File: src/rtl/move_stack_pkg.sv
// Shared types for the make/undo engine. This package holds the piece codes,
// the move word layout, the LIFO entry and the op and FSM-state enums.
package move_stack_pkg;

  localparam int unsigned PIECE_W = 4;

  // Bit 3 marks the colour (0 = white, 1 = black); code 0 is an empty square.
  localparam logic [PIECE_W-1:0] PIECE_EMPTY = 4'd0;
  localparam logic [PIECE_W-1:0] W_PAWN      = 4'd1;
  localparam logic [PIECE_W-1:0] W_KNIGHT    = 4'd2;
  localparam logic [PIECE_W-1:0] W_BISHOP    = 4'd3;
  localparam logic [PIECE_W-1:0] W_ROOK      = 4'd4;
  localparam logic [PIECE_W-1:0] W_QUEEN     = 4'd5;
  localparam logic [PIECE_W-1:0] W_KING      = 4'd6;
  localparam logic [PIECE_W-1:0] B_PAWN      = 4'd9;
  localparam logic [PIECE_W-1:0] B_KNIGHT    = 4'd10;
  localparam logic [PIECE_W-1:0] B_BISHOP    = 4'd11;
  localparam logic [PIECE_W-1:0] B_ROOK      = 4'd12;
  localparam logic [PIECE_W-1:0] B_QUEEN     = 4'd13;
  localparam logic [PIECE_W-1:0] B_KING      = 4'd14;

  // Move word: [11:6] to square, [5:0] from square.
  typedef struct packed {
    logic [5:0] to;
    logic [5:0] from;
  } move_t;

  typedef struct packed {
    move_t              move;
    logic [PIECE_W-1:0] captured;
  } stack_entry_t;

  typedef enum logic {
    OP_MAKE = 1'b0,
    OP_UNDO = 1'b1
  } op_e;

  typedef enum logic [1:0] {
    ST_IDLE,
    ST_FETCH,
    ST_WRITE
  } state_e;

endpackage

File: src/rtl/move_stack_if.sv
// Command handshake between the search stage (master) and move_stack (slave).
//   cmd_valid/cmd_ready : request handshake, accepted when both are high
//   cmd_op              : OP_MAKE or OP_UNDO
//   cmd_move            : from/to squares; ignored for UNDO
//   done                : one-cycle completion pulse
//   err                 : one-cycle pulse with done when the command was rejected
interface move_stack_if;
  logic                  cmd_valid;
  logic                  cmd_ready;
  move_stack_pkg::op_e   cmd_op;
  move_stack_pkg::move_t cmd_move;
  logic                  done;
  logic                  err;

  modport master (output cmd_valid, cmd_op, cmd_move,
                  input  cmd_ready, done, err);
  modport slave  (input  cmd_valid, cmd_op, cmd_move,
                  output cmd_ready, done, err);
endinterface

File: src/rtl/move_stack_ply_lifo.sv
// Register-based LIFO of made moves and their captured pieces.
//   i_push/i_pop : push i_data or drop the top; ignored when full/empty
//   i_clear      : empty the stack (count only)
//   o_top        : current top entry (undefined when empty)
//   o_count      : entries held; o_full/o_empty flags
// Only the count is reset. Entry contents are don't-care until pushed.
module ply_lifo
  import move_stack_pkg::*;
#(
  parameter int unsigned DEPTH = 8
) (
  input  logic                       clk,
  input  logic                       rst_n,
  input  logic                       i_clear,
  input  logic                       i_push,
  input  logic                       i_pop,
  input  stack_entry_t               i_data,
  output stack_entry_t               o_top,
  output logic [$clog2(DEPTH):0]     o_count,
  output logic                       o_full,
  output logic                       o_empty
);

  localparam int unsigned AW = $clog2(DEPTH);
  localparam int unsigned CW = AW + 1;

  stack_entry_t   r_mem [DEPTH];
  logic [CW-1:0]  r_count;
  logic [AW-1:0]  w_top_idx;
  logic [AW-1:0]  w_wr_idx;

  // With DEPTH a power of two the low count bits wrap to 0 when full,
  // so count-1 still lands on the last slot.
  assign w_wr_idx  = r_count[AW-1:0];
  assign w_top_idx = r_count[AW-1:0] - AW'(1);

  assign o_full  = (r_count == CW'(DEPTH));
  assign o_empty = (r_count == '0);
  assign o_count = r_count;
  assign o_top   = r_mem[w_top_idx];

  always_ff @(posedge clk or negedge rst_n) begin
    if (!rst_n) begin
      r_count <= '0;
    end else if (i_clear) begin
      r_count <= '0;
    end else if (i_push && !o_full) begin
      r_count <= r_count + CW'(1);
    end else if (i_pop && !o_empty) begin
      r_count <= r_count - CW'(1);
    end
  end

  always_ff @(posedge clk) begin
    if (!i_clear && i_push && !o_full) begin
      r_mem[w_wr_idx] <= i_data;
    end
  end

endmodule

File: src/rtl/move_stack.sv
// Make/undo engine for the minimax search. It holds the working board,
// applies MAKE commands and reverts them with UNDO, and keeps the captured
// pieces on a LIFO.
//   clk, rst_n      : clock, async active-low reset
//   load_valid      : in IDLE, copy board_in/side_in and clear ply
//   board_in        : flattened board, square s at [s*PW +: PW]
//   side_in         : side to move after load (1 = white)
//   cmd             : command handshake (move_stack_if.slave)
//   board_out       : current board
//   white_to_move   : current side
//   ply             : moves outstanding
//   last_captured   : captured piece of the most recent completed command
module move_stack
  import move_stack_pkg::*;
#(
  parameter int unsigned MAX_PLY = 8,
  parameter int unsigned PW      = 4
) (
  input  logic                      clk,
  input  logic                      rst_n,
  input  logic                      load_valid,
  input  logic [64*PW-1:0]          board_in,
  input  logic                      side_in,
  move_stack_if.slave               cmd,
  output logic [64*PW-1:0]          board_out,
  output logic                      white_to_move,
  output logic [$clog2(MAX_PLY):0]  ply,
  output logic [PW-1:0]             last_captured
);

  state_e                  r_state;
  logic                    r_ready;
  logic                    r_done;
  logic                    r_err;
  logic [63:0][PW-1:0]     r_board;
  logic                    r_side;
  logic [PW-1:0]           r_last_cap;
  op_e                     r_op;
  move_t                   r_move;
  logic [PW-1:0]           r_piece_from;
  logic [PW-1:0]           r_piece_to;
  logic                    r_reject;

  logic                    w_clear;
  logic                    w_push;
  logic                    w_pop;
  stack_entry_t            w_entry;
  stack_entry_t            w_top;
  logic                    w_full;
  logic                    w_empty;
  logic [$clog2(MAX_PLY):0] w_count;

  assign w_clear = (r_state == ST_IDLE) && load_valid;
  assign w_push  = (r_state == ST_WRITE) && !r_reject && (r_op == OP_MAKE);
  assign w_pop   = (r_state == ST_WRITE) && !r_reject && (r_op == OP_UNDO);
  assign w_entry = '{move: r_move, captured: PIECE_W'(r_piece_to)};

  ply_lifo #(.DEPTH(MAX_PLY)) u_lifo (
    .clk     (clk),
    .rst_n   (rst_n),
    .i_clear (w_clear),
    .i_push  (w_push),
    .i_pop   (w_pop),
    .i_data  (w_entry),
    .o_top   (w_top),
    .o_count (w_count),
    .o_full  (w_full),
    .o_empty (w_empty)
  );

  always_ff @(posedge clk or negedge rst_n) begin
    if (!rst_n) begin
      r_state      <= ST_IDLE;
      r_ready      <= 1'b1;
      r_done       <= 1'b0;
      r_err        <= 1'b0;
      r_board      <= '0;
      r_side       <= 1'b1;
      r_last_cap   <= '0;
      r_op         <= OP_MAKE;
      r_move       <= '0;
      r_piece_from <= '0;
      r_piece_to   <= '0;
      r_reject     <= 1'b0;
    end else begin
      r_done <= 1'b0;
      r_err  <= 1'b0;
      case (r_state)
        ST_IDLE: begin
          if (load_valid) begin
            r_board    <= board_in;
            r_side     <= side_in;
            r_last_cap <= '0;
          end else if (cmd.cmd_valid) begin
            r_op    <= cmd.cmd_op;
            r_move  <= cmd.cmd_move;
            r_ready <= 1'b0;
            r_state <= ST_FETCH;
          end
        end
        ST_FETCH: begin
          if (r_op == OP_MAKE) begin
            r_piece_from <= r_board[r_move.from];
            r_piece_to   <= r_board[r_move.to];
            r_reject     <= w_full || (r_move.from == r_move.to) ||
                            (r_board[r_move.from] == '0);
          end else begin
            // UNDO takes its squares from the stack, not from cmd_move;
            // r_piece_to carries the piece to restore.
            r_move     <= w_top.move;
            r_piece_to <= PW'(w_top.captured);
            r_reject   <= w_empty;
          end
          r_state <= ST_WRITE;
        end
        ST_WRITE: begin
          if (!r_reject) begin
            if (r_op == OP_MAKE) begin
              r_board[r_move.to]   <= r_piece_from;
              r_board[r_move.from] <= '0;
            end else begin
              r_board[r_move.from] <= r_board[r_move.to];
              r_board[r_move.to]   <= r_piece_to;
            end
            r_side     <= ~r_side;
            r_last_cap <= r_piece_to;
          end
          r_done  <= 1'b1;
          r_err   <= r_reject;
          r_ready <= 1'b1;
          r_state <= ST_IDLE;
        end
        default: begin
          r_state <= ST_IDLE;
          r_ready <= 1'b1;
        end
      endcase
    end
  end

  assign cmd.cmd_ready  = r_ready;
  assign cmd.done       = r_done;
  assign cmd.err        = r_err;
  assign board_out      = r_board;
  assign white_to_move  = r_side;
  assign ply            = w_count;
  assign last_captured  = r_last_cap;

endmodule
File: src/flat_wrapper.sv
// flat-port wrapper written by rule: the top's interface ports become plain ports
module move_stack_flat import move_stack_pkg::*;
#(
  parameter int unsigned MAX_PLY = 8,
  parameter int unsigned PW      = 4
)
  (clk, rst_n, load_valid, board_in, side_in, board_out, white_to_move, ply, last_captured, cmd_cmd_valid, cmd_cmd_op, cmd_cmd_move, cmd_cmd_ready, cmd_done, cmd_err);
  move_stack_if cmd_i ();
  input  logic clk;
  input  logic rst_n;
  input  logic load_valid;
  input  logic [64*PW-1:0] board_in;
  input  logic side_in;
  output logic [64*PW-1:0] board_out;
  output logic white_to_move;
  output logic [$clog2(MAX_PLY):0] ply;
  output logic [PW-1:0] last_captured;
  input wire logic [$bits(cmd_i.cmd_valid)-1:0] cmd_cmd_valid;
  input wire logic [$bits(cmd_i.cmd_op)-1:0] cmd_cmd_op;
  input wire logic [$bits(cmd_i.cmd_move)-1:0] cmd_cmd_move;
  output wire logic [$bits(cmd_i.cmd_ready)-1:0] cmd_cmd_ready;
  output wire logic [$bits(cmd_i.done)-1:0] cmd_done;
  output wire logic [$bits(cmd_i.err)-1:0] cmd_err;
  assign cmd_i.cmd_valid = cmd_cmd_valid;
  assign cmd_i.cmd_op = cmd_cmd_op;
  assign cmd_i.cmd_move = cmd_cmd_move;
  assign cmd_cmd_ready = cmd_i.cmd_ready;
  assign cmd_done = cmd_i.done;
  assign cmd_err = cmd_i.err;
  move_stack #(.MAX_PLY(MAX_PLY), .PW(PW)) u_core (.clk(clk), .rst_n(rst_n), .load_valid(load_valid), .board_in(board_in), .side_in(side_in), .cmd(cmd_i), .board_out(board_out), .white_to_move(white_to_move), .ply(ply), .last_captured(last_captured));
endmodule
File: config.mk
export PLATFORM = sky130hd
export DESIGN_NAME = move_stack_flat
export DESIGN_NICKNAME = d
export VERILOG_FILES = /design/src/rtl/move_stack_pkg.sv /design/src/rtl/move_stack_if.sv /design/src/rtl/move_stack_ply_lifo.sv /design/src/rtl/move_stack.sv /design/src/flat_wrapper.sv
export SDC_FILE = /design/constraint.sdc
export NUM_CORES = 2
export LEC_CHECK = 0
export BUFFER_PORTS_ARGS = -buffer_cell sky130_fd_sc_hd__buf_4
export CORE_MARGIN = 1.5
export CORE_UTILIZATION = 30
export DETAILED_ROUTE_END_ITERATION = 10
export PLACE_DENSITY_LB_ADDON = 0.08
export SLEW_MARGIN = 20
export SYNTH_ARGS = -nofsm -noshare
export SYNTH_HDL_FRONTEND = slang
export SYNTH_SLANG_ARGS = --single-unit
File: constraint.sdc
create_clock -name clk -period 4.9 [get_ports clk]
set_input_delay 0.98 -clock clk [delete_from_list [all_inputs] [get_ports clk]]
set_output_delay 0.98 -clock clk [all_outputs]
set_load 0.01 [all_outputs]
==> Word level (Yosys, flattened, before mapping) <==
Memories as Yosys holds them, arrays and structs flattened.
Index checks and enable logic that the tools add are counted.
{ "totals": {"output_inout_bits": 268, "elab_cells": 168, "regBits": 292, "n_memories": 1, "inputBits": 274, "ram_bits": 128} }
{ "mem_list": {"columns": ["memory", "depth", "word_bits", "read_ports", "rd_clocked_by_memory_dff", "write_ports", "line", "source"], "rows": [
  ["u_core.u_lifo.r_mem", 8, 16, 1, 0, 1, "move_stack_ply_lifo.sv:27", "stack_entry_t r_mem [DEPTH];"]
]} }
{ "classes": {"n_addsub": 3, "reduce_logical": 28, "eq_ne": 9, "n_bitwise": 6, "n_mux": 40, "n_lt_le_gt_ge": 4} }
{ "op_table": {"columns": ["op", "count"], "rows": [
  ["256-bit bitwise mux", 3],
  ["256-bit two-way mux", 3],
  ["256-bit case mux with 2 select lines", 1],
  ["256-bit AND", 1],
  ["256-bit NOT", 1],
  ["4-bit binary-select mux with 6-bit select", 2],
  ["4-bit demux with 6-bit select", 2],
  ["4-bit two-way mux", 10],
  ["12-bit two-way mux", 3],
  ["12-bit case mux with 2 select lines", 1],
  ["6-bit by 7-bit < comparator with 1-bit output (second input constant)", 2],
  ["6-bit by 1-bit greater-or-equal comparator with 1-bit output (second input constant)", 2],
  ["1-bit logical AND", 10],
  ["1-bit two-way mux", 9],
  ["3-bit AND reduction", 3],
  ["4-bit logical NOT", 2],
  ["2-bit != test (second input constant)", 4],
  ["4-bit case mux with 2 select lines", 1],
  ["6-bit == test", 1],
  ["4-bit by 1-bit adder with 4-bit output (second input constant)", 1],
  ["4-bit == test (second input constant)", 1],
  ["1-bit logical NOT", 4],
  ["2-bit two-way mux", 2],
  ["1-bit NOT", 4],
  ["other kinds (13)", 17]
]} }

==> Logic depth before layout (Yosys ltp) <==
{ "depth": {"depth_word": 9, "depth_mapped": 13, "ltp_nobuf": 11} }

==> By module <==
A second synthesis with hierarchy kept.
{ "hier_totals": {"cells_unflattened": 2990, "area_unflattened_um2": 28339.7} }
{ "by_module_without_submodules": {"columns": ["module", "n_inst", "cells_each", "area_per_inst_um2", "seq_area_each_um2"], "rows": [
  ["move_stack", 1, 2754, 23110.9, 7209.4],
  ["ply_lifo", 1, 236, 5228.8, 3943.8]
]} }

==> Least setup slack after synthesis <==
Ideal clock, no wire load.
{ "synth_timing": {"kind": "reg2reg", "startpoint": "register u_core.u_lifo.r_count[0] (netlist: u_core.u_lifo.o_count[0])", "endpoint": "memory u_core.u_lifo.r_mem[0][0] (netlist bit), enable pin", "required_time_ps": 4470, "period_less_slack_ps": 3872, "path_slack_ps": 1028, "stages_incl_launch_ff": 9, "n_path_buf": 2, "setup_time_ps": 430, "arrival_time_ps": 3442, "cell_sequence": "dfrtp_1 -> buf_1 -> inv_1 -> ha_1 -> nand2b_1 -> nor2_1 -> or4_1 -> clkbuf_1 -> nor4_1"} }
{ "synth_via": {"elab_chain_len": 5} }
{ "synth_lines": {"columns": ["element", "line", "source"], "rows": [
  ["start: declaration", "move_stack_ply_lifo.sv:28", "logic [CW-1:0] r_count;"],
  ["start signal: assignment", "move_stack_ply_lifo.sv:48", "r_count <= r_count + CW'(1);"],
  ["start signal: assignment", "move_stack_ply_lifo.sv:50", "r_count <= r_count - CW'(1);"],
  ["4-bit == test", "move_stack_ply_lifo.sv:37", "assign o_full = (r_count == CW'(DEPTH));"],
  ["1-bit logical NOT", "move_stack_ply_lifo.sv:55", "if (!i_clear && i_push && !o_full) begin"],
  ["1-bit logical AND", "move_stack_ply_lifo.sv:55", null],
  ["1-bit two-way mux", "move_stack_ply_lifo.sv:55", null],
  ["1-bit two-way mux (not written as such)", "move_stack_ply_lifo.sv:56", "r_mem[w_wr_idx] <= i_data;"],
  ["end: declaration", "move_stack_ply_lifo.sv:27", null]
]} }
Several ways; a longest one is shown, not always the timed one.

==> Worst setup path in the final report <==
{ "layout_timing": {"startpoint": "register u_core.r_move[8] (netlist bit)", "endpoint": "register u_core.r_board (netlist bit u_core.board_out[207])"} }
{ "layout_via": {"elab_chain_len": 9, "word_cells_on_any_way": 14, "cone_classes": "order compare (2); mux (10); bitwise (1); reduce/logical (1)"} }
{ "layout_lines": {"columns": ["element", "line", "source"], "rows": [
  ["start: declaration", "move_stack.sv:39", "move_t r_move;"],
  ["start signal: assignment", "move_stack.sv:96", "r_move <= cmd.cmd_move;"],
  ["start signal: assignment", "move_stack.sv:110", "r_move <= w_top.move;"],
  ["6-bit by 7-bit < comparator with 1-bit output (not written as such) / 6-bit by 1-bit greater-or-equal comparator with 1-bit output (equally long branches)", "move_stack.sv:119, move_stack.sv:123", null],
  ["1-bit logical AND (not written as such)", "move_stack.sv:119, move_stack.sv:123", null],
  ["4-bit two-way mux (not written as such)", "move_stack.sv:119, move_stack.sv:123", null],
  ["4-bit demux with 6-bit select", null, null],
  ["256-bit bitwise mux", "move_stack.sv:119", "r_board[r_move.to] <= r_piece_from;"],
  ["256-bit AND (no source line)", null, null],
  ["256-bit two-way mux *", "move_stack.sv:118", "if (r_op == OP_MAKE) begin"],
  ["256-bit two-way mux *", "move_stack.sv:117", "if (!r_reject) begin"],
  ["256-bit case mux with 2 select lines *", "move_stack.sv:88", "case (r_state)"],
  ["end signal: assignment", "move_stack.sv:91", "r_board <= board_in;"],
  ["end signal: indexed assignment", "move_stack.sv:119", null],
  ["end signal: indexed assignment", "move_stack.sv:122", "r_board[r_move.from] <= r_board[r_move.to];"],
  ["end: declaration", "move_stack.sv:35", "logic [63:0][PW-1:0] r_board;"]
]} }
Every way passes the cells marked *; elsewhere a longest branch is shown, timed or not. The select of a mux whose other input is x is not followed.
A chain may end at the register's enable or synchronous reset.

==> results.md <==
| Metric | This run |
|:---|:---|
| Detailed-route DRC error count | 0 |
| Per-cell via count in the routed design | 6.42 |
| Biggest fanout along the worst timing path | 31 |
| Syn avg cell area | 8.98 sq um |
| Top cell type's share of synthesized area | 25.3% |
| P_leak | 13.3 nW |
| Buffer type at the clock tree root | clkbuf_16 |
| Final-report hold violation count | 0 |
| Top cells by area in the synthesized netlist | dfrtp_1 (25%), edfxtp_1 (13%), a21oi_1 (9.9%) |
| Number of antenna-violating nets in the routed design | 0 |
| Setup Fix Bufs, Post-CTS | 0 |
| Die Footprint | 97,700 sq um |
| Cell count after synthesis | 3,201 |
| CTS tree | built |
| GR Overflow Total | 0 |
| Width of the chip | 312 um |
| Setup slack after placement | 0.802 ns |
| Clock Pin Slew Worst Setup and Hold Paths | 0.06 ns |
| Worst IR drop on VDD | 0.334 mV |
| Maximum number of pins on one net before global-route repair | 155 |
| Most used standard cell by instance count after synthesis | a21oi_1 |
| Post-route minimum period | 4.20 ns |
| Design Area, Final | 35,900 sq um |
| Kind of capture point of the worst setup path | flop |
| Post-synthesis instance area | 28,700 sq um |
| Crit share post-route | 85.7% |
| Slowest-stage cell, CP | dfrtp_1 |
| H-Tree Depth | 2 |
| Worst Skew | 0.0414 ns |
| Commonest cells in the synthesized netlist | a21oi_1 (570), nor2_1 (338), dfrtp_1 (290) |
| Number of nets in the final layout | 3,908 |
| CTS resizes | 0 |
| First-pass GRT wire length | 230,000 um |
| Floorplan die height | 312 um |
| Area used by multi-input combinational logic | 16,100 sq um |
| Number of buffers between clock root and the deepest sink | 3 |
| Cell Chain, Critical Path | and3b_2, buf_4, a22oi_1, nand4_1, a22oi_1, and4_4, buf_4, nor2_1, o32a_1 |
| Starting utilization of the core area | 30.2% |
| Max-capacitance violation count | 0 |
| Worst slew slack as a fraction of its limit | 19.8% |
| Final weighted congestion in routability-driven placement | 0.899 |
| Class of the tightest hold or removal check | input port to asynchronous set/reset pin |
| Sequential share of the synthesized area | 38.8% |
| Sequential cell area | 11,200 sq um |
| Sink Count | 420 |
| Number of I/O port buffers | 541 |
| Worst-case reg-to-reg path depth | 9 |
| Clock network latency to the later pin of the worst-skew pair | 0.66 ns |
| Post-route non-filler standard cell count | 4,940 |
| Run status | complete, no violations |
| Setup repair after global routing missed its margin | false |
| Crit start category | flop |
| Number of placed cells counting well taps | 4,840 |
| Total wire length | 164,000 um |
| Final HPWL DP | 113,000 um |
| Cell family with the largest share of critical-path delay | simple AND/OR/NAND/NOR gates |
| Distinct cells, synth | 81 |
| Net count after synthesis | 3,479 |
| Fmax | 238 MHz |
| Cell type with the largest total area after synthesis | dfrtp_1 |
| Violation count after the first detailed-route iteration | 3,784 |
| P per Cell Area | 544 nW/um^2 |
| Worst Path Arrival | 4.72 ns |
| Flop and latch count out of synthesis | 420 |
| Std-Cell Core Area | 95,000 sq um |
| Initial antenna violation count | 2 |
| Required time at the worst-slack endpoint | 5.42 ns |
| Primary FF master, synth | dfrtp_1 |
| Fraction of final layout cells sized beyond drive strength 1 | 26.1% |
| Finish-stage setup viols | 0 |
| Syn. warnings | 0 |
| Number of rows in the core area | 113 |
| Max-slew violation count | 0 |
| DP Area | 34,100 sq um |
| Cts-stage hold buffer count | 0 |
| Final setup slack of the worst path | 0.699 ns |
| Filler Cell Count | 9,793 |
| Global-route usage over all layers | 32.2% |
| Number of primary I/O pins | 542 |
| Power, Total | 0.0195 W |
| Vias in the first global route | 30,000 |
| CTS Buf Count | 52 |
| Slew at the pin closest to its max-slew limit | 1.20 ns |
| Vias after detailed routing | 31,700 |
| Number of synthesized flops with an enable pin | 128 |
| Bufs and invs on worst path | 2 |
| Routed wirelength normalized by instance count | 33.2 um |
| First-pass iteration count of the detailed router | 6 |
| Count of cell instances traversed by the critical path | 9 |
| Area growth syn-to-layout | 25.0% |
| Setup Total Neg Slack | 0 ns |
| Proportion of register bits with asynchronous set or reset after synthesis | 69.5% |
| Category of the most critical setup path | flop to flop |
| Delay of the slowest cell on the worst path | 0.81 ns |
==> final cells by class <==
cell class                 count  area share, %
timing repair buffer         668           14.6
sequential                   420           31.1
clock inverter                21          0.714
clock buffer                  76           4.19
inverter                      12          0.125
multi-input combinational   2476           44.9
tap                         1265           4.41
antenna                        2         0.0139
==> kinds of logic after synthesis <==
kind of cell	count (synthesis)	synth area share, %
adders and majority gates	4	0.200
muxes	79	4.45
DFF	420	38.8
AOI/OAI and AO/OA	1427	34.6
xor gates and xnor gates	10	0.305
buffers and inverters	305	5.66
and+or+nand+nor	956	16.0
==> layout by cell type (no fill, tap or decap), types with 8 or more instances in the layout <==
| cell | synthesis | routed |
|---|---|---|
| o32a_1 | 59 | 59 |
| nand4_1 | 35 | 35 |
| buf_12 | 0 | 16 |
| or3b_2 | 8 | 8 |
| and2_1 | 71 | 71 |
| o211ai_1 | 98 | 98 |
| clkinv_2 | 0 | 10 |
| o21a_1 | 87 | 87 |
| nor3_1 | 13 | 8 |
| a222oi_1 | 13 | 13 |
| a21o_1 | 11 | 11 |
| nand3b_1 | 17 | 17 |
| inv_1 | 11 | 11 |
| nor2_1 | 338 | 334 |
| mux2_2 | 20 | 20 |
| mux4_2 | 37 | 37 |
| a22oi_1 | 287 | 287 |
| o221a_1 | 23 | 23 |
| mux2i_1 | 22 | 22 |
| o221a_2 | 82 | 82 |
| nand2_1 | 243 | 242 |
| buf_4 | 12 | 650 |
| edfxtp_1 | 128 | 128 |
| a221oi_1 | 100 | 100 |
| nand3_1 | 134 | 134 |
| and3_1 | 20 | 15 |
| clkbuf_1 | 152 | 15 |
| a22o_1 | 13 | 13 |
| dfrtp_1 | 290 | 282 |
| a21oi_1 | 570 | 569 |
| o21ai_0 | 35 | 35 |
| clkbuf_16 | 0 | 54 |
==> flip-flops by register name (all words and copies together), names as in the netlist, 2 cells and up <==
signal / flops
u_core.r_state: 2
u_core.r_move: 12
u_core.r_piece_from: 4
u_core.r_piece_to: 4
u_core.u_lifo.r_mem: 128
u_core.u_lifo.o_count: 4
u_core.last_captured: 4
u_core.board_out: 256
==> power by group <==
| group | switching, W | total (W) | internal [W] |
|---|---|---|---|
| logic | 0.00556 | 0.00882 | 0.00325 |
| clock network | 0.00175 | 0.00406 | 0.00231 |
| registers | 0.00227 | 0.00666 | 0.00440 |
| total | 0.00958 | 0.0195 | 0.00996 |
==> routing by layer <==
metal / vias up / share of wire [%] / track usage (%)
met1: 16000 / 42 / 43.9
met4: 0 / 4.4 / 12.9
li1: 13400 / - / -
met2: 1985 / 45 / 50.6
met3: 354 / 8.7 / 5.38
met5: - / 0 / 0
==> per-stage QoR <==
step | hold WS (ns) | utilization, %
after floorplan | 0.489 | -
after global placement | 0.469 | 35.9
after global routing | 0.417 | 37.8
final | 0.385 | 37.8
after CTS | 0.398 | 37.8
after detailed placement | 0.476 | 35.9
==> path summary, 6_finish.rpt <==
path / start / endpoint / slack (ns)
hold / removal: rst_n / u_core.board_out[172] / 0.39
hold reg to reg: u_core.cmd.cmd_ready / u_core.cmd.cmd_ready / 0.49
setup reg to reg: u_core.r_move[8] / u_core.board_out[207] / 0.70
setup / recovery: u_core.r_move[8] / u_core.board_out[207] / 0.70
min in group clk: u_core.cmd.cmd_ready / u_core.cmd.cmd_ready / 0.49
max in group asynchronous: rst_n / u_core.u_lifo.o_count[0] / 3.40
Power figures use the tool's default switching activity.
